--- config.mk ---
export PLATFORM = sky130hd
export DESIGN_NAME = multicycle_control
export DESIGN_NICKNAME = d
export VERILOG_FILES = /design/src/rtl/tsc_pkg.sv /design/src/rtl/control_decode.sv /design/src/rtl/multicycle_control.sv
export SDC_FILE = /design/constraint.sdc
export NUM_CORES = 1
export LEC_CHECK = 0
export ABC_AREA = 1
export CAP_MARGIN = 20
export CORE_MARGIN = 2
export CORE_UTILIZATION = 49
export CTS_CLUSTER_DIAMETER = 150
export CTS_CLUSTER_SIZE = 28
export DETAILED_ROUTE_END_ITERATION = 7
export PLACE_DENSITY = 0.89
export SLEW_MARGIN = 10
export SYNTH_ARGS = -nofsm -noshare
export SYNTH_HDL_FRONTEND = slang
export SYNTH_SLANG_ARGS = --single-unit
export TNS_END_PERCENT = 10
--- constraint.sdc ---
create_clock -name clk -period 2.5 [get_ports clk]
set_input_delay 0.375 -clock clk [delete_from_list [all_inputs] [get_ports clk]]
set_output_delay 0.375 -clock clk [all_outputs]
set_load 0.01 [all_outputs]
--- src/rtl/tsc_pkg.sv ---
// Shared definitions for the 16-bit TSC CPU control path.
// Holds the opcode/funct constants, FSM state encoding, datapath select
// encodings, the control bundle and the instruction classifier.
// aluControl and the datapath use this package too.
package tsc_pkg;

  localparam int WORD_SIZE = 16;
  localparam int CNT_WIDTH = 16;

  localparam logic [3:0] OP_BNE   = 4'd0;
  localparam logic [3:0] OP_BEQ   = 4'd1;
  localparam logic [3:0] OP_BGZ   = 4'd2;
  localparam logic [3:0] OP_BLZ   = 4'd3;
  localparam logic [3:0] OP_ADI   = 4'd4;
  localparam logic [3:0] OP_ORI   = 4'd5;
  localparam logic [3:0] OP_LHI   = 4'd6;
  localparam logic [3:0] OP_LWD   = 4'd7;
  localparam logic [3:0] OP_SWD   = 4'd8;
  localparam logic [3:0] OP_JMP   = 4'd9;
  localparam logic [3:0] OP_JAL   = 4'd10;
  localparam logic [3:0] OP_RTYPE = 4'd15;

  localparam logic [5:0] FN_ALU_LAST = 6'd7;
  localparam logic [5:0] FN_JPR      = 6'd25;
  localparam logic [5:0] FN_JRL      = 6'd26;
  localparam logic [5:0] FN_WWD      = 6'd28;
  localparam logic [5:0] FN_HLT      = 6'd29;

  localparam logic [1:0] PCS_ALU    = 2'b00;
  localparam logic [1:0] PCS_ALUOUT = 2'b01;
  localparam logic [1:0] PCS_TARGET = 2'b10;
  localparam logic [1:0] PCS_RS     = 2'b11;

  localparam logic [1:0] SRCB_RT   = 2'b00;
  localparam logic [1:0] SRCB_ONE  = 2'b01;
  localparam logic [1:0] SRCB_SEXT = 2'b10;
  localparam logic [1:0] SRCB_ZEXT = 2'b11;

  localparam logic [1:0] RD_RT = 2'b00;
  localparam logic [1:0] RD_RD = 2'b01;
  localparam logic [1:0] RD_R2 = 2'b10;

  localparam logic [1:0] M2R_ALUOUT = 2'b00;
  localparam logic [1:0] M2R_MDR    = 2'b01;
  localparam logic [1:0] M2R_PC     = 2'b10;

  typedef enum logic [2:0] {
    S_IF, S_ID, S_EX, S_MEM, S_WB, S_HALT
  } state_t;

  typedef enum logic [3:0] {
    C_BRANCH, C_ALU_R, C_ADI, C_ORI, C_LHI, C_LWD, C_SWD,
    C_JMP, C_JAL, C_JPR, C_JRL, C_WWD, C_HLT, C_NOP
  } inst_class_t;

  typedef struct packed {
    logic       mem_read;
    logic       mem_write;
    logic       i_or_d;
    logic       ir_write;
    logic       pc_write;
    logic       pc_write_cond;
    logic [1:0] pc_source;
    logic       alu_src_a;
    logic [1:0] alu_src_b;
    logic       alu_add_force;
    logic       reg_write;
    logic [1:0] reg_dst;
    logic [1:0] mem_to_reg;
    logic       wwd;
    logic       is_halted;
  } ctrl_t;

  // Undefined opcodes and functs collapse to C_NOP so they retire from ID.
  function automatic inst_class_t inst_class(input logic [3:0] op, input logic [5:0] fn);
    inst_class_t c;
    c = C_NOP;
    case (op)
      OP_BNE, OP_BEQ, OP_BGZ, OP_BLZ: c = C_BRANCH;
      OP_ADI:   c = C_ADI;
      OP_ORI:   c = C_ORI;
      OP_LHI:   c = C_LHI;
      OP_LWD:   c = C_LWD;
      OP_SWD:   c = C_SWD;
      OP_JMP:   c = C_JMP;
      OP_JAL:   c = C_JAL;
      OP_RTYPE: begin
        if (fn <= FN_ALU_LAST) begin
          c = C_ALU_R;
        end else begin
          case (fn)
            FN_JPR:  c = C_JPR;
            FN_JRL:  c = C_JRL;
            FN_WWD:  c = C_WWD;
            FN_HLT:  c = C_HLT;
            default: c = C_NOP;
          endcase
        end
      end
      default: c = C_NOP;
    endcase
    return c;
  endfunction

endpackage

--- src/rtl/control_decode.sv ---
// Combinational control decode: state + opcode/funct (+ mem_ready in IF)
// -> datapath control bundle. No storage here.
module control_decode
  import tsc_pkg::*;
(
  input  state_t     state,
  input  logic [3:0] opcode,
  input  logic [5:0] funct,
  input  logic       mem_ready,
  output ctrl_t      ctrl
);

  inst_class_t cls;
  assign cls = inst_class(opcode, funct);

  // Per-state control decode; everything not named stays 0.
  always_comb begin
    ctrl = '0;
    case (state)
      S_IF: begin
        ctrl.mem_read      = 1'b1;
        ctrl.alu_src_b     = SRCB_ONE;
        ctrl.alu_add_force = 1'b1;
        // IR and PC+1 are committed only when the fetch actually completes.
        if (mem_ready) begin
          ctrl.ir_write  = 1'b1;
          ctrl.pc_write  = 1'b1;
          ctrl.pc_source = PCS_ALU;
        end
      end
      S_ID: begin
        // Speculatively compute the branch target into ALUOut.
        ctrl.alu_src_b     = SRCB_SEXT;
        ctrl.alu_add_force = 1'b1;
        case (cls)
          C_JMP: begin
            ctrl.pc_write  = 1'b1;
            ctrl.pc_source = PCS_TARGET;
          end
          C_JAL: begin
            ctrl.pc_write   = 1'b1;
            ctrl.pc_source  = PCS_TARGET;
            ctrl.reg_write  = 1'b1;
            ctrl.reg_dst    = RD_R2;
            ctrl.mem_to_reg = M2R_PC;
          end
          C_JPR: begin
            ctrl.pc_write  = 1'b1;
            ctrl.pc_source = PCS_RS;
          end
          C_JRL: begin
            ctrl.pc_write   = 1'b1;
            ctrl.pc_source  = PCS_RS;
            ctrl.reg_write  = 1'b1;
            ctrl.reg_dst    = RD_R2;
            ctrl.mem_to_reg = M2R_PC;
          end
          C_WWD:   ctrl.wwd = 1'b1;
          default: ;
        endcase
      end
      S_EX: begin
        case (cls)
          C_ALU_R: begin
            ctrl.alu_src_a = 1'b1;
            ctrl.alu_src_b = SRCB_RT;
          end
          // Immediate ALU ops take rs on port A; LHI ignores it.
          C_ADI, C_LHI: begin
            ctrl.alu_src_a = 1'b1;
            ctrl.alu_src_b = SRCB_SEXT;
          end
          C_ORI: begin
            ctrl.alu_src_a = 1'b1;
            ctrl.alu_src_b = SRCB_ZEXT;
          end
          C_LWD, C_SWD: begin
            ctrl.alu_src_a = 1'b1;
            ctrl.alu_src_b = SRCB_SEXT;
          end
          C_BRANCH: begin
            ctrl.alu_src_a     = 1'b1;
            ctrl.alu_src_b     = SRCB_RT;
            ctrl.pc_write_cond = 1'b1;
            ctrl.pc_source     = PCS_ALUOUT;
          end
          default: ;
        endcase
      end
      S_MEM: begin
        ctrl.i_or_d    = 1'b1;
        ctrl.mem_read  = (cls == C_LWD);
        ctrl.mem_write = (cls == C_SWD);
      end
      S_WB: begin
        ctrl.reg_write  = 1'b1;
        ctrl.reg_dst    = (cls == C_ALU_R) ? RD_RD : RD_RT;
        ctrl.mem_to_reg = (cls == C_LWD) ? M2R_MDR : M2R_ALUOUT;
      end
      S_HALT:  ctrl.is_halted = 1'b1;
      default: ;
    endcase
  end

endmodule

--- src/rtl/multicycle_control.sv ---
// Multicycle control FSM of the TSC CPU (IF/ID/EX/MEM/WB/HALT).
// Holds the state register, the latched opcode/funct and, when the
// CONTROL_INST_COUNT_EN macro is defined, the retired-instruction counter.
// All outputs are forced to 0 while reset is high.
module multicycle_control
  import tsc_pkg::*;
(
  input  logic       clk,
  input  logic       reset,
  input  logic [3:0] opcode,
  input  logic [5:0] funct,
  input  logic       bcond,
  input  logic       mem_ready,
  output logic       mem_read,
  output logic       mem_write,
  output logic       i_or_d,
  output logic       ir_write,
  output logic       pc_write,
  output logic       pc_write_cond,
  output logic [1:0] pc_source,
  output logic       alu_src_a,
  output logic [1:0] alu_src_b,
  output logic       alu_add_force,
  output logic       reg_write,
  output logic [1:0] reg_dst,
  output logic [1:0] mem_to_reg,
  output logic       wwd,
  output logic       is_halted
`ifdef CONTROL_INST_COUNT_EN
  ,
  output logic [CNT_WIDTH-1:0] num_inst
`endif
);

  state_t      state_reg, state_next;
  logic [3:0]  opcode_reg;
  logic [5:0]  funct_reg;
  logic [3:0]  opcode_eff;
  logic [5:0]  funct_eff;
  inst_class_t cls;
  ctrl_t       ctrl, ctrl_out;

  // The branch decision is applied in the datapath through pc_write_cond.
  logic unused_bcond;
  assign unused_bcond = bcond;

  // ID decodes the live IR fields; later states use the copy taken in ID.
  assign opcode_eff = (state_reg == S_ID) ? opcode : opcode_reg;
  assign funct_eff  = (state_reg == S_ID) ? funct  : funct_reg;
  assign cls        = inst_class(opcode_eff, funct_eff);

  // State register and opcode/funct latch.
  always_ff @(posedge clk) begin
    if (reset) begin
      state_reg  <= S_IF;
      opcode_reg <= '0;
      funct_reg  <= '0;
    end else begin
      state_reg <= state_next;
      if (state_reg == S_ID) begin
        opcode_reg <= opcode;
        funct_reg  <= funct;
      end
    end
  end

  // Next-state sequencing; memory states wait on mem_ready.
  always_comb begin
    state_next = state_reg;
    case (state_reg)
      S_IF: if (mem_ready) state_next = S_ID;
      S_ID: begin
        case (cls)
          C_JMP, C_JAL, C_JPR, C_JRL, C_WWD, C_NOP: state_next = S_IF;
          C_HLT:   state_next = S_HALT;
          default: state_next = S_EX;
        endcase
      end
      S_EX: begin
        case (cls)
          C_LWD, C_SWD:                 state_next = S_MEM;
          C_ALU_R, C_ADI, C_ORI, C_LHI: state_next = S_WB;
          default:                      state_next = S_IF;
        endcase
      end
      S_MEM:   if (mem_ready) state_next = (cls == C_LWD) ? S_WB : S_IF;
      S_WB:    state_next = S_IF;
      S_HALT:  state_next = S_HALT;
      default: state_next = S_IF;
    endcase
  end

  control_decode u_decode (
    .state     (state_reg),
    .opcode    (opcode_eff),
    .funct     (funct_eff),
    .mem_ready (mem_ready),
    .ctrl      (ctrl)
  );

  assign ctrl_out      = reset ? '0 : ctrl;
  assign mem_read      = ctrl_out.mem_read;
  assign mem_write     = ctrl_out.mem_write;
  assign i_or_d        = ctrl_out.i_or_d;
  assign ir_write      = ctrl_out.ir_write;
  assign pc_write      = ctrl_out.pc_write;
  assign pc_write_cond = ctrl_out.pc_write_cond;
  assign pc_source     = ctrl_out.pc_source;
  assign alu_src_a     = ctrl_out.alu_src_a;
  assign alu_src_b     = ctrl_out.alu_src_b;
  assign alu_add_force = ctrl_out.alu_add_force;
  assign reg_write     = ctrl_out.reg_write;
  assign reg_dst       = ctrl_out.reg_dst;
  assign mem_to_reg    = ctrl_out.mem_to_reg;
  assign wwd           = ctrl_out.wwd;
  assign is_halted     = ctrl_out.is_halted;

`ifdef CONTROL_INST_COUNT_EN
  logic                 inst_done;
  logic [CNT_WIDTH-1:0] num_inst_reg;

  // An instruction retires on its last cycle before IF, or on entering HALT.
  assign inst_done = (state_reg != S_IF) && (state_reg != S_HALT) &&
                     ((state_next == S_IF) || (state_next == S_HALT));

  // Retired-instruction counter, wraps naturally.
  always_ff @(posedge clk) begin
    if (reset) begin
      num_inst_reg <= '0;
    end else if (inst_done) begin
      num_inst_reg <= num_inst_reg + 1'b1;
    end
  end

  assign num_inst = num_inst_reg;
`endif

endmodule

==> flow_metrics.py, run 1 <==
metrics = {
    "global_route": {
        "grt_overflow": 0,
        "track_usage": 0.337,
        "grt_pass1_vias": 1952,
        "grt_max_degree": 17,
        "antenna_found_initial": 0,
        "grt_pass1_wl_um": 8260,
    },
    "job": {
        "maxCapViolCount": 0,
    },
    "placement": {
        "portBuffers": 31,
        "dp_slack_ns": -0.483,
        "dp_cells": 336,
        "place_congestion": 0.876,
        "dp_hpwl_um": 3150,
    },
    "drt": {
        "drtIter0Drc": 223,
        "first_pass_iters": 8,
        "post-route-drc-count": 0,
        "met3_wirelength_um": 604,
        "met1Wirelength_um": 2240,
        "vias": 2136,
        "met2_length_um": 3200,
        "viasPerCell": 5.95,
        "wl_um": 6600,
        "highest_layer": "met4",
        "post_drt_wl_per_cell_um": 18.4,
        "ant_nets": 0,
    },
    "final_layout": {
        "syn2layout_area_growth_pct": 76.3,
        "nets": 344,
        "drive_above_1_share": 0.450,
        "diodes": 0,
        "final_util": 0.919,
        "layout.cells.non_filler": 359,
        "largest_reg_flops": 6,
    },
    "worst_hold_path": {
        "min_path_type": "register to register",
        "hp-start": "funct_reg[2]",
        "whs_endpoint": "funct_reg[2]",
        "whs_path_depth": 4,
    },
    "yosys": {
        "yosys.area.top_type": "nand2_1",
        "yosysSeqAreaShare": 0.202,
        "synth_edf_count": 0,
        "synthDistinctLibCells": 29,
        "syn_area_sq_mm": 0.00129,
        "syn_area_per_cell_sq_um": 5.47,
        "syn_inst": 236,
        "yosysMostFrequentCell": "nand2_1",
        "synth.ff_latch_count": 13,
        "yosysWarnings": 0,
        "synth_common_cells": "76 x nand2_1, 39 x nor2_1, 35 x inv_1, 15 x nand3_1, 13 x dfxtp_1",
        "synth_flop_cell": "dfxtp_1",
        "synthTopCellsByArea": "nand2_1 22%, dfxtp_1 20%, nor2_1 11%",
        "async_flop_share": 0,
        "yosysTopAreaCellShare": 0.221,
        "syn-num-nets": 250,
    },
    "worst_setup_path": {
        "crit_slowest_cell": "dfxtp_4",
        "reg2reg_depth": 20,
        "end_kind": "output port",
        "reg2reg_slack_ns": 0.05,
        "crit_start": "state_reg[1]",
        "critical-path-top-delay-family": "buffers and inverters",
        "cp_num_buf_inv": 8,
        "critPathMaxStageDelay_ns": 0.37,
        "required_ns": 2.12,
        "start_kind": "register",
        "critical_path_class": "register to output port",
        "r2r-end": "state_reg[2]",
        "crit_chain": "inv_6, nand3_4, buf_6, o21ai_4, buf_6, buf_4, o21ai_1, inv_1, nand2_1, inv_2, nand2_1, buf_4, o21ai_2, nand2_2, buf_6",
        "cp_common_cell": "buf_6",
        "timing.rr.start": "state_reg[1]",
        "cp_data_arrival_time_ns": 2.56,
        "crit_fanout": 6,
    },
    "clocking": {
        "htree_levels": 1,
        "cts_tree": "done",
        "cts_buffers": 3,
        "cts-root-buf": "clkbuf_4",
        "clock_path_buffers": 2,
        "clock-sinks": 13,
        "clk_pin_slew_worst_paths_ns": 0.09,
        "worstSkewPairLatency_ns": 0.29,
        "ctsHoldBuffers": 0,
    },
    "floorplanning": {
        "rows": 18,
        "ios": 33,
        "start_util": 0.521,
        "die_h_um": 55.3,
        "die_w_um": 55.3,
        "core_sq_mm": 0.00248,
        "die-area_sq_mm": 0.00306,
    },
    "timing": {
        "grt_setup_unrepaired": "true",
        "setup_viol": 11,
        "max-slew-margin-rel": 0.703,
        "period_needed_ns": 2.93,
        "setup_tns_ns": -3.35,
        "hold_viol": 0,
        "skew_ns": 0.00370,
        "drv_slew": 0,
        "max_clock_freq_ghz": 0.341,
        "worst_pin_slew_ns": 0.443,
        "worst_slack_ns": -0.431,
        "period_share": 1.17,
        "whs_ns": 0.650,
    },
    "pwr": {
        "p_leak_nw": 1.19,
        "irDropWorstVdd_mv": 1.33,
        "powerDensity_mw_per_mm2": 1730,
    },
    "status": {
        "status": "finished with violations",
        "violations": "setup timing",
    },
}
timing repair:
action / in CTS / in global routing
setup endpoints to repair: 14 / 14
buffers inserted: 12 / 6
gates cloned: 1 / 0
pin swaps: 15 / 24
gates resized for setup: 75 / 45
where the power goes:
part / internal, mW / total [mW] / switching, mW / leakage, nW
sequential: 0.304 / 0.376 / 0.0721 / 0.109
combinational: 1.46 / 3.42 / 1.96 / 1.07
clock: 0.0621 / 0.144 / 0.0820 / 0.0150
metrics by stage:
| step | instance area [sq um] | power (mW) |
|---|---|---|
| 4_1_cts | 2110 | 3.23 |
| 6_report | 2280 | 3.94 |
| 3_5_place_dp | 1930 | 2.72 |
| 5_1_grt | 2280 | 4.09 |
| 3_3_place_gp | 1930 | 2.64 |
| 2_1_floorplan | 1290 | 1.69 |
worst max path at each step:
stage | to | slack (ns) | cells past startpoint
final | alu_src_b[1] | -0.43 | 15
after global routing | pc_write | -0.46 | 18
after CTS | wwd | -0.21 | 17
after detailed placement | pc_write | -0.48 | 16
after global placement | pc_write | -0.41 | 15
after floorplan | reg_dst[1] | 0.16 | 15
metal layers:
metal  vias to the layer above  global-route usage
met2                       193               0.621
met4                         0               0.220
met3                        73              0.0749
li1                        905                   -
met1                       965               0.335
met5                         -                   0
worst reg2reg max path, stage by stage (launching register included):
cell and delay [ns]:
dfxtp_4 0.37, inv_6 0.09, nand3_4 0.15, buf_6 0.16, buf_4 0.13, nand2_1 0.06
nand2_2 0.07, nor2_1 0.14, nand3_2 0.10, nand2_1 0.13, inv_1 0.06, nand2_1 0.09
nand2_2 0.07, buf_4 0.14, nand3_2 0.06, buf_4 0.13, inv_1 0.06, nand2_1 0.11
nand3_1 0.08, nor2_1 0.11, nor2_1 0.05
layout make-up:
| type | instances | area [sq um] |
|---|---|---|
| flip-flops and latches | 13 | 269 |
| well taps | 30 | 37.5 |
| multi-input cells | 178 | 1010 |
| repair buffers | 93 | 772 |
| inverters | 41 | 161 |
| clock buffers | 4 | 26.3 |
| fillers | 111 | 201 |
layout by cell type, fill, tap and decap left out, drive strengths merged:
master / synthesis / final
a21oi: 9 / 9
a31oi: 1 / 1
and3: 1 / 1
buf: 4 / 72
clkbuf: 1 / 7
clkdlybuf4s15: 0 / 1
clkdlybuf4s50: 0 / 16
dfxtp: 13 / 13
dlymetal6s2s: 0 / 1
inv: 41 / 41
nand2: 84 / 84
nand3: 18 / 19
nand3b: 2 / 2
nand4: 1 / 1
nor2: 46 / 46
nor3: 3 / 3
nor4: 1 / 1
o21ai: 11 / 11
cell families after synthesis:
| logic type | count (synthesis) | synth area share |
|---|---|---|
| AND/OR/NAND/NOR | 156 | 0.540 |
| buffers and inverters | 46 | 0.150 |
| AO/OA/AOI/OAI | 21 | 0.109 |
| flip-flops | 13 | 0.202 |
(Power assumes the default switching activity.)
==> inputs of run 2 (changes only) <==
CORE_UTILIZATION = 30   (was 49)
PLACE_DENSITY = 0.6   (was 0.89)
SYNTH_HIERARCHICAL = 1   (was unset)
==> run 2 against run 1 <==
Against the previous run: the flow still finishes with violations (setup timing); area after synthesis is 31% higher; wire length is 26% lower; setup slack better by 0.12 ns.
==> flow_metrics.py, run 2 <==
metrics = {
    "placement": {
        "place_congestion": 0.918,
        "dp_cells": 447,
        "placed_cell_area_sq_mm": 0.00230,
        "dp_hpwl_um": 3460,
        "portBuffers": 31,
    },
    "timing": {
        "max-slew-margin-rel": 0.790,
        "period_needed_ns": 2.81,
        "grt_setup_unrepaired": "true",
        "hold_viol": 0,
        "max_clock_freq_ghz": 0.356,
        "worst_pin_slew_ns": 0.315,
        "worst_slack_ns": -0.313,
        "setup_tns_ns": -2.80,
        "drv_slew": 0,
        "setup_viol": 11,
        "period_share": 1.13,
        "skew_ns": 0.00371,
    },
    "yosys": {
        "synth.ff_latch_count": 13,
        "async_flop_share": 0,
        "yosysSeqAreaShare": 0.154,
        "yosysMostFrequentCell": "inv_1",
        "synthTopCellsByArea": "dfxtp_1 15%, inv_1 15%, nor2_1 14%",
        "yosysWarnings": 6,
        "syn-num-nets": 332,
        "yosysTopAreaCellShare": 0.154,
        "synth_edf_count": 0,
        "synth_common_cells": "69 x inv_1, 63 x nor2_1, 57 x nand2_1, 38 x nand3_1, 13 x dfxtp_1",
        "yosys.area.top_type": "dfxtp_1",
        "synth_flop_cell": "dfxtp_1",
        "syn_inst": 318,
        "synthDistinctLibCells": 33,
        "syn_area_per_cell_sq_um": 5.31,
        "syn_area_sq_mm": 0.00169,
    },
    "clocking": {
        "clock-sinks": 13,
        "cts_buffers": 3,
        "htree_levels": 1,
        "ctsHoldBuffers": 0,
        "clock_path_buffers": 2,
        "cts-root-buf": "clkbuf_8",
        "worstSkewPairLatency_ns": 0.24,
        "clk_pin_slew_worst_paths_ns": 0.06,
        "cts_tree": "done",
    },
    "global_route": {
        "grt_overflow": 0,
        "grt_max_degree": 31,
        "antenna_found_initial": 0,
        "use_met1": 0.196,
        "grt_pass1_vias": 1923,
        "grt_pass1_wl_um": 7850,
        "grtUsageMet2": 0.269,
        "met3_usage": 0.0125,
        "track_usage": 0.152,
        "grt_busiest_layer": "met2",
    },
    "final_layout": {
        "diodes": 0,
        "seq_area_sq_um": 264,
        "nets": 409,
        "drive_above_1_share": 0.386,
        "final_cell_mix": "56 x inv_1, 56 x nor2_1, 48 x nand2_1",
        "largest_reg_flops": 6,
        "multi_input_area_sq_mm": 0.00135,
        "fillers": 566,
        "design_area_sq_mm": 0.00267,
        "layout.cells.non_filler": 466,
        "syn2layout_area_growth_pct": 58.0,
    },
    "worst_setup_path": {
        "r2r-end": "state_reg[2]",
        "start_kind": "register",
        "timing.rr.start": "state_reg[2]",
        "reg2reg_slack_ns": 0.33,
        "critical_path_class": "register to output port",
        "cp_data_arrival_time_ns": 2.44,
        "crit_fanout": 8,
        "end_kind": "output port",
        "reg2reg_depth": 16,
        "required_ns": 2.12,
    },
    "pwr": {
        "p_sw_mw": 1.21,
        "p_comb_frac": 0.802,
        "power_frac_seq": 0.118,
        "sw_frac_of_total": 0.509,
        "powerDensity_mw_per_mm2": 895,
        "clkPwrFrac": 0.080,
        "p_leak_nw": 1.32,
        "power.internal_mw": 1.17,
        "irDropWorstVdd_mv": 0.466,
    },
    "status": {
        "status": "finished with violations",
        "violations": "setup timing",
    },
    "worst_hold_path": {
        "whs_endpoint": "funct_reg[5]",
        "whs_path_depth": 4,
        "min_path_type": "register to register",
        "hp-start": "funct_reg[5]",
    },
    "floorplanning": {
        "core_sq_mm": 0.00547,
        "die_h_um": 79.0,
        "rows": 27,
        "die-area_sq_mm": 0.00624,
        "die_w_um": 79.0,
        "start_util": 0.308,
        "ios": 33,
    },
    "drt": {
        "viasPerCell": 4.49,
        "first_pass_iters": 4,
        "ant_nets": 0,
        "post_drt_wl_per_cell_um": 10.5,
        "wl_um": 4890,
        "post-route-drc-count": 0,
        "drtIter0Drc": 65,
        "vias": 2092,
    },
    "job": {
        "maxCapViolCount": 0,
    },
}
run 2: kinds of logic (layout without fill, tap and decap cells):
logic type             after synthesis  count (layout)  share of synthesized area
buffers and inverters               82             157                      0.195
and+or+nand+nor                    202             203                      0.576
AOI/OAI and AO/OA                   21              21                     0.0749
DFF                                 13              13                      0.154
run 2: layer usage:
layer / vias to the layer above / part of all wire
li1: 1115 / -
met1: 931 / 0.44
met2: 40 / 0.51
met3: 6 / 0.038
met4: 0 / 0.0096
met5: - / 0
run 2: worst max-delay path by stage:
stage,startpoint,end,slack [ns],cells past startpoint
6_report,state_reg[2],reg_write,-0.31,17
5_1_grt,state_reg[2],reg_write,-0.50,17
4_1_cts,state_reg[1],pc_source[0],-0.28,16
3_5_place_dp,opcode[3],reg_dst[1],-0.59,13
3_3_place_gp,opcode[1],pc_write,-0.55,18
2_1_floorplan,state_reg[0],reg_dst[1],0.06,15
run 2: worst max-delay path, stage by stage, from the launching register on:
cell and delay, ns:
dfxtp_2 0.33, nor2_4 0.22, buf_6 0.17, nand3b_1 0.09, nand2_2 0.11, clkinv_4 0.10, nand2_4 0.10, nor2_4 0.04
inv_4 0.08, o21ai_4 0.08, a21oi_4 0.13, buf_6 0.12, nand4_4 0.11, buf_6 0.15, o21ai_2 0.11, inv_1 0.04
nor2_1 0.06, buf_2 0.13
run 2: area by class of cell:
| class | count | area share |
|---|---|---|
| well taps | 72 | 0.0338 |
| repair buffers | 80 | 0.237 |
| flip-flops and latches | 13 | 0.0990 |
| clock buffers | 4 | 0.0169 |
| inverters | 73 | 0.107 |
| multi-input cells | 224 | 0.505 |
run 2: per-stage QoR:
stage,total power [mW],utilization,worst slack (ns),hold slack [ns]
after global placement,1.71,0.420,-0.549,0.538
after detailed placement,1.72,0.420,-0.589,0.547
after floorplan,1.22,-,0.0565,0.512
after global routing,2.61,0.487,-0.502,0.615
after CTS,2.07,0.449,-0.276,0.555
final,2.39,0.487,-0.313,0.551
run 2: timing repair:
action	4_1_cts	5_1_grt
setup buffers	5	9
endpoints found under the setup margin	15	15
hold endpoints to repair	0	0
cloned	1	0
pin swaps	12	24
gates resized for setup	83	56
run 2: power groups by stage:
stage / clock network [mW] / registers, mW / logic (mW)
detailed placement: 0 / 0.280 / 1.44
global placement: 0 / 0.279 / 1.43
CTS: 0.197 / 0.283 / 1.59
finish: 0.191 / 0.282 / 1.91
floorplan: 0 / 0.277 / 0.944
global route: 0.207 / 0.287 / 2.12
==> inputs of run 3 (changes only) <==
CTS_CLUSTER_SIZE = unset   (was 28)
==> results of run 3 <==
Same layout as run 2: the final DEF is identical, and so are final timing and power.
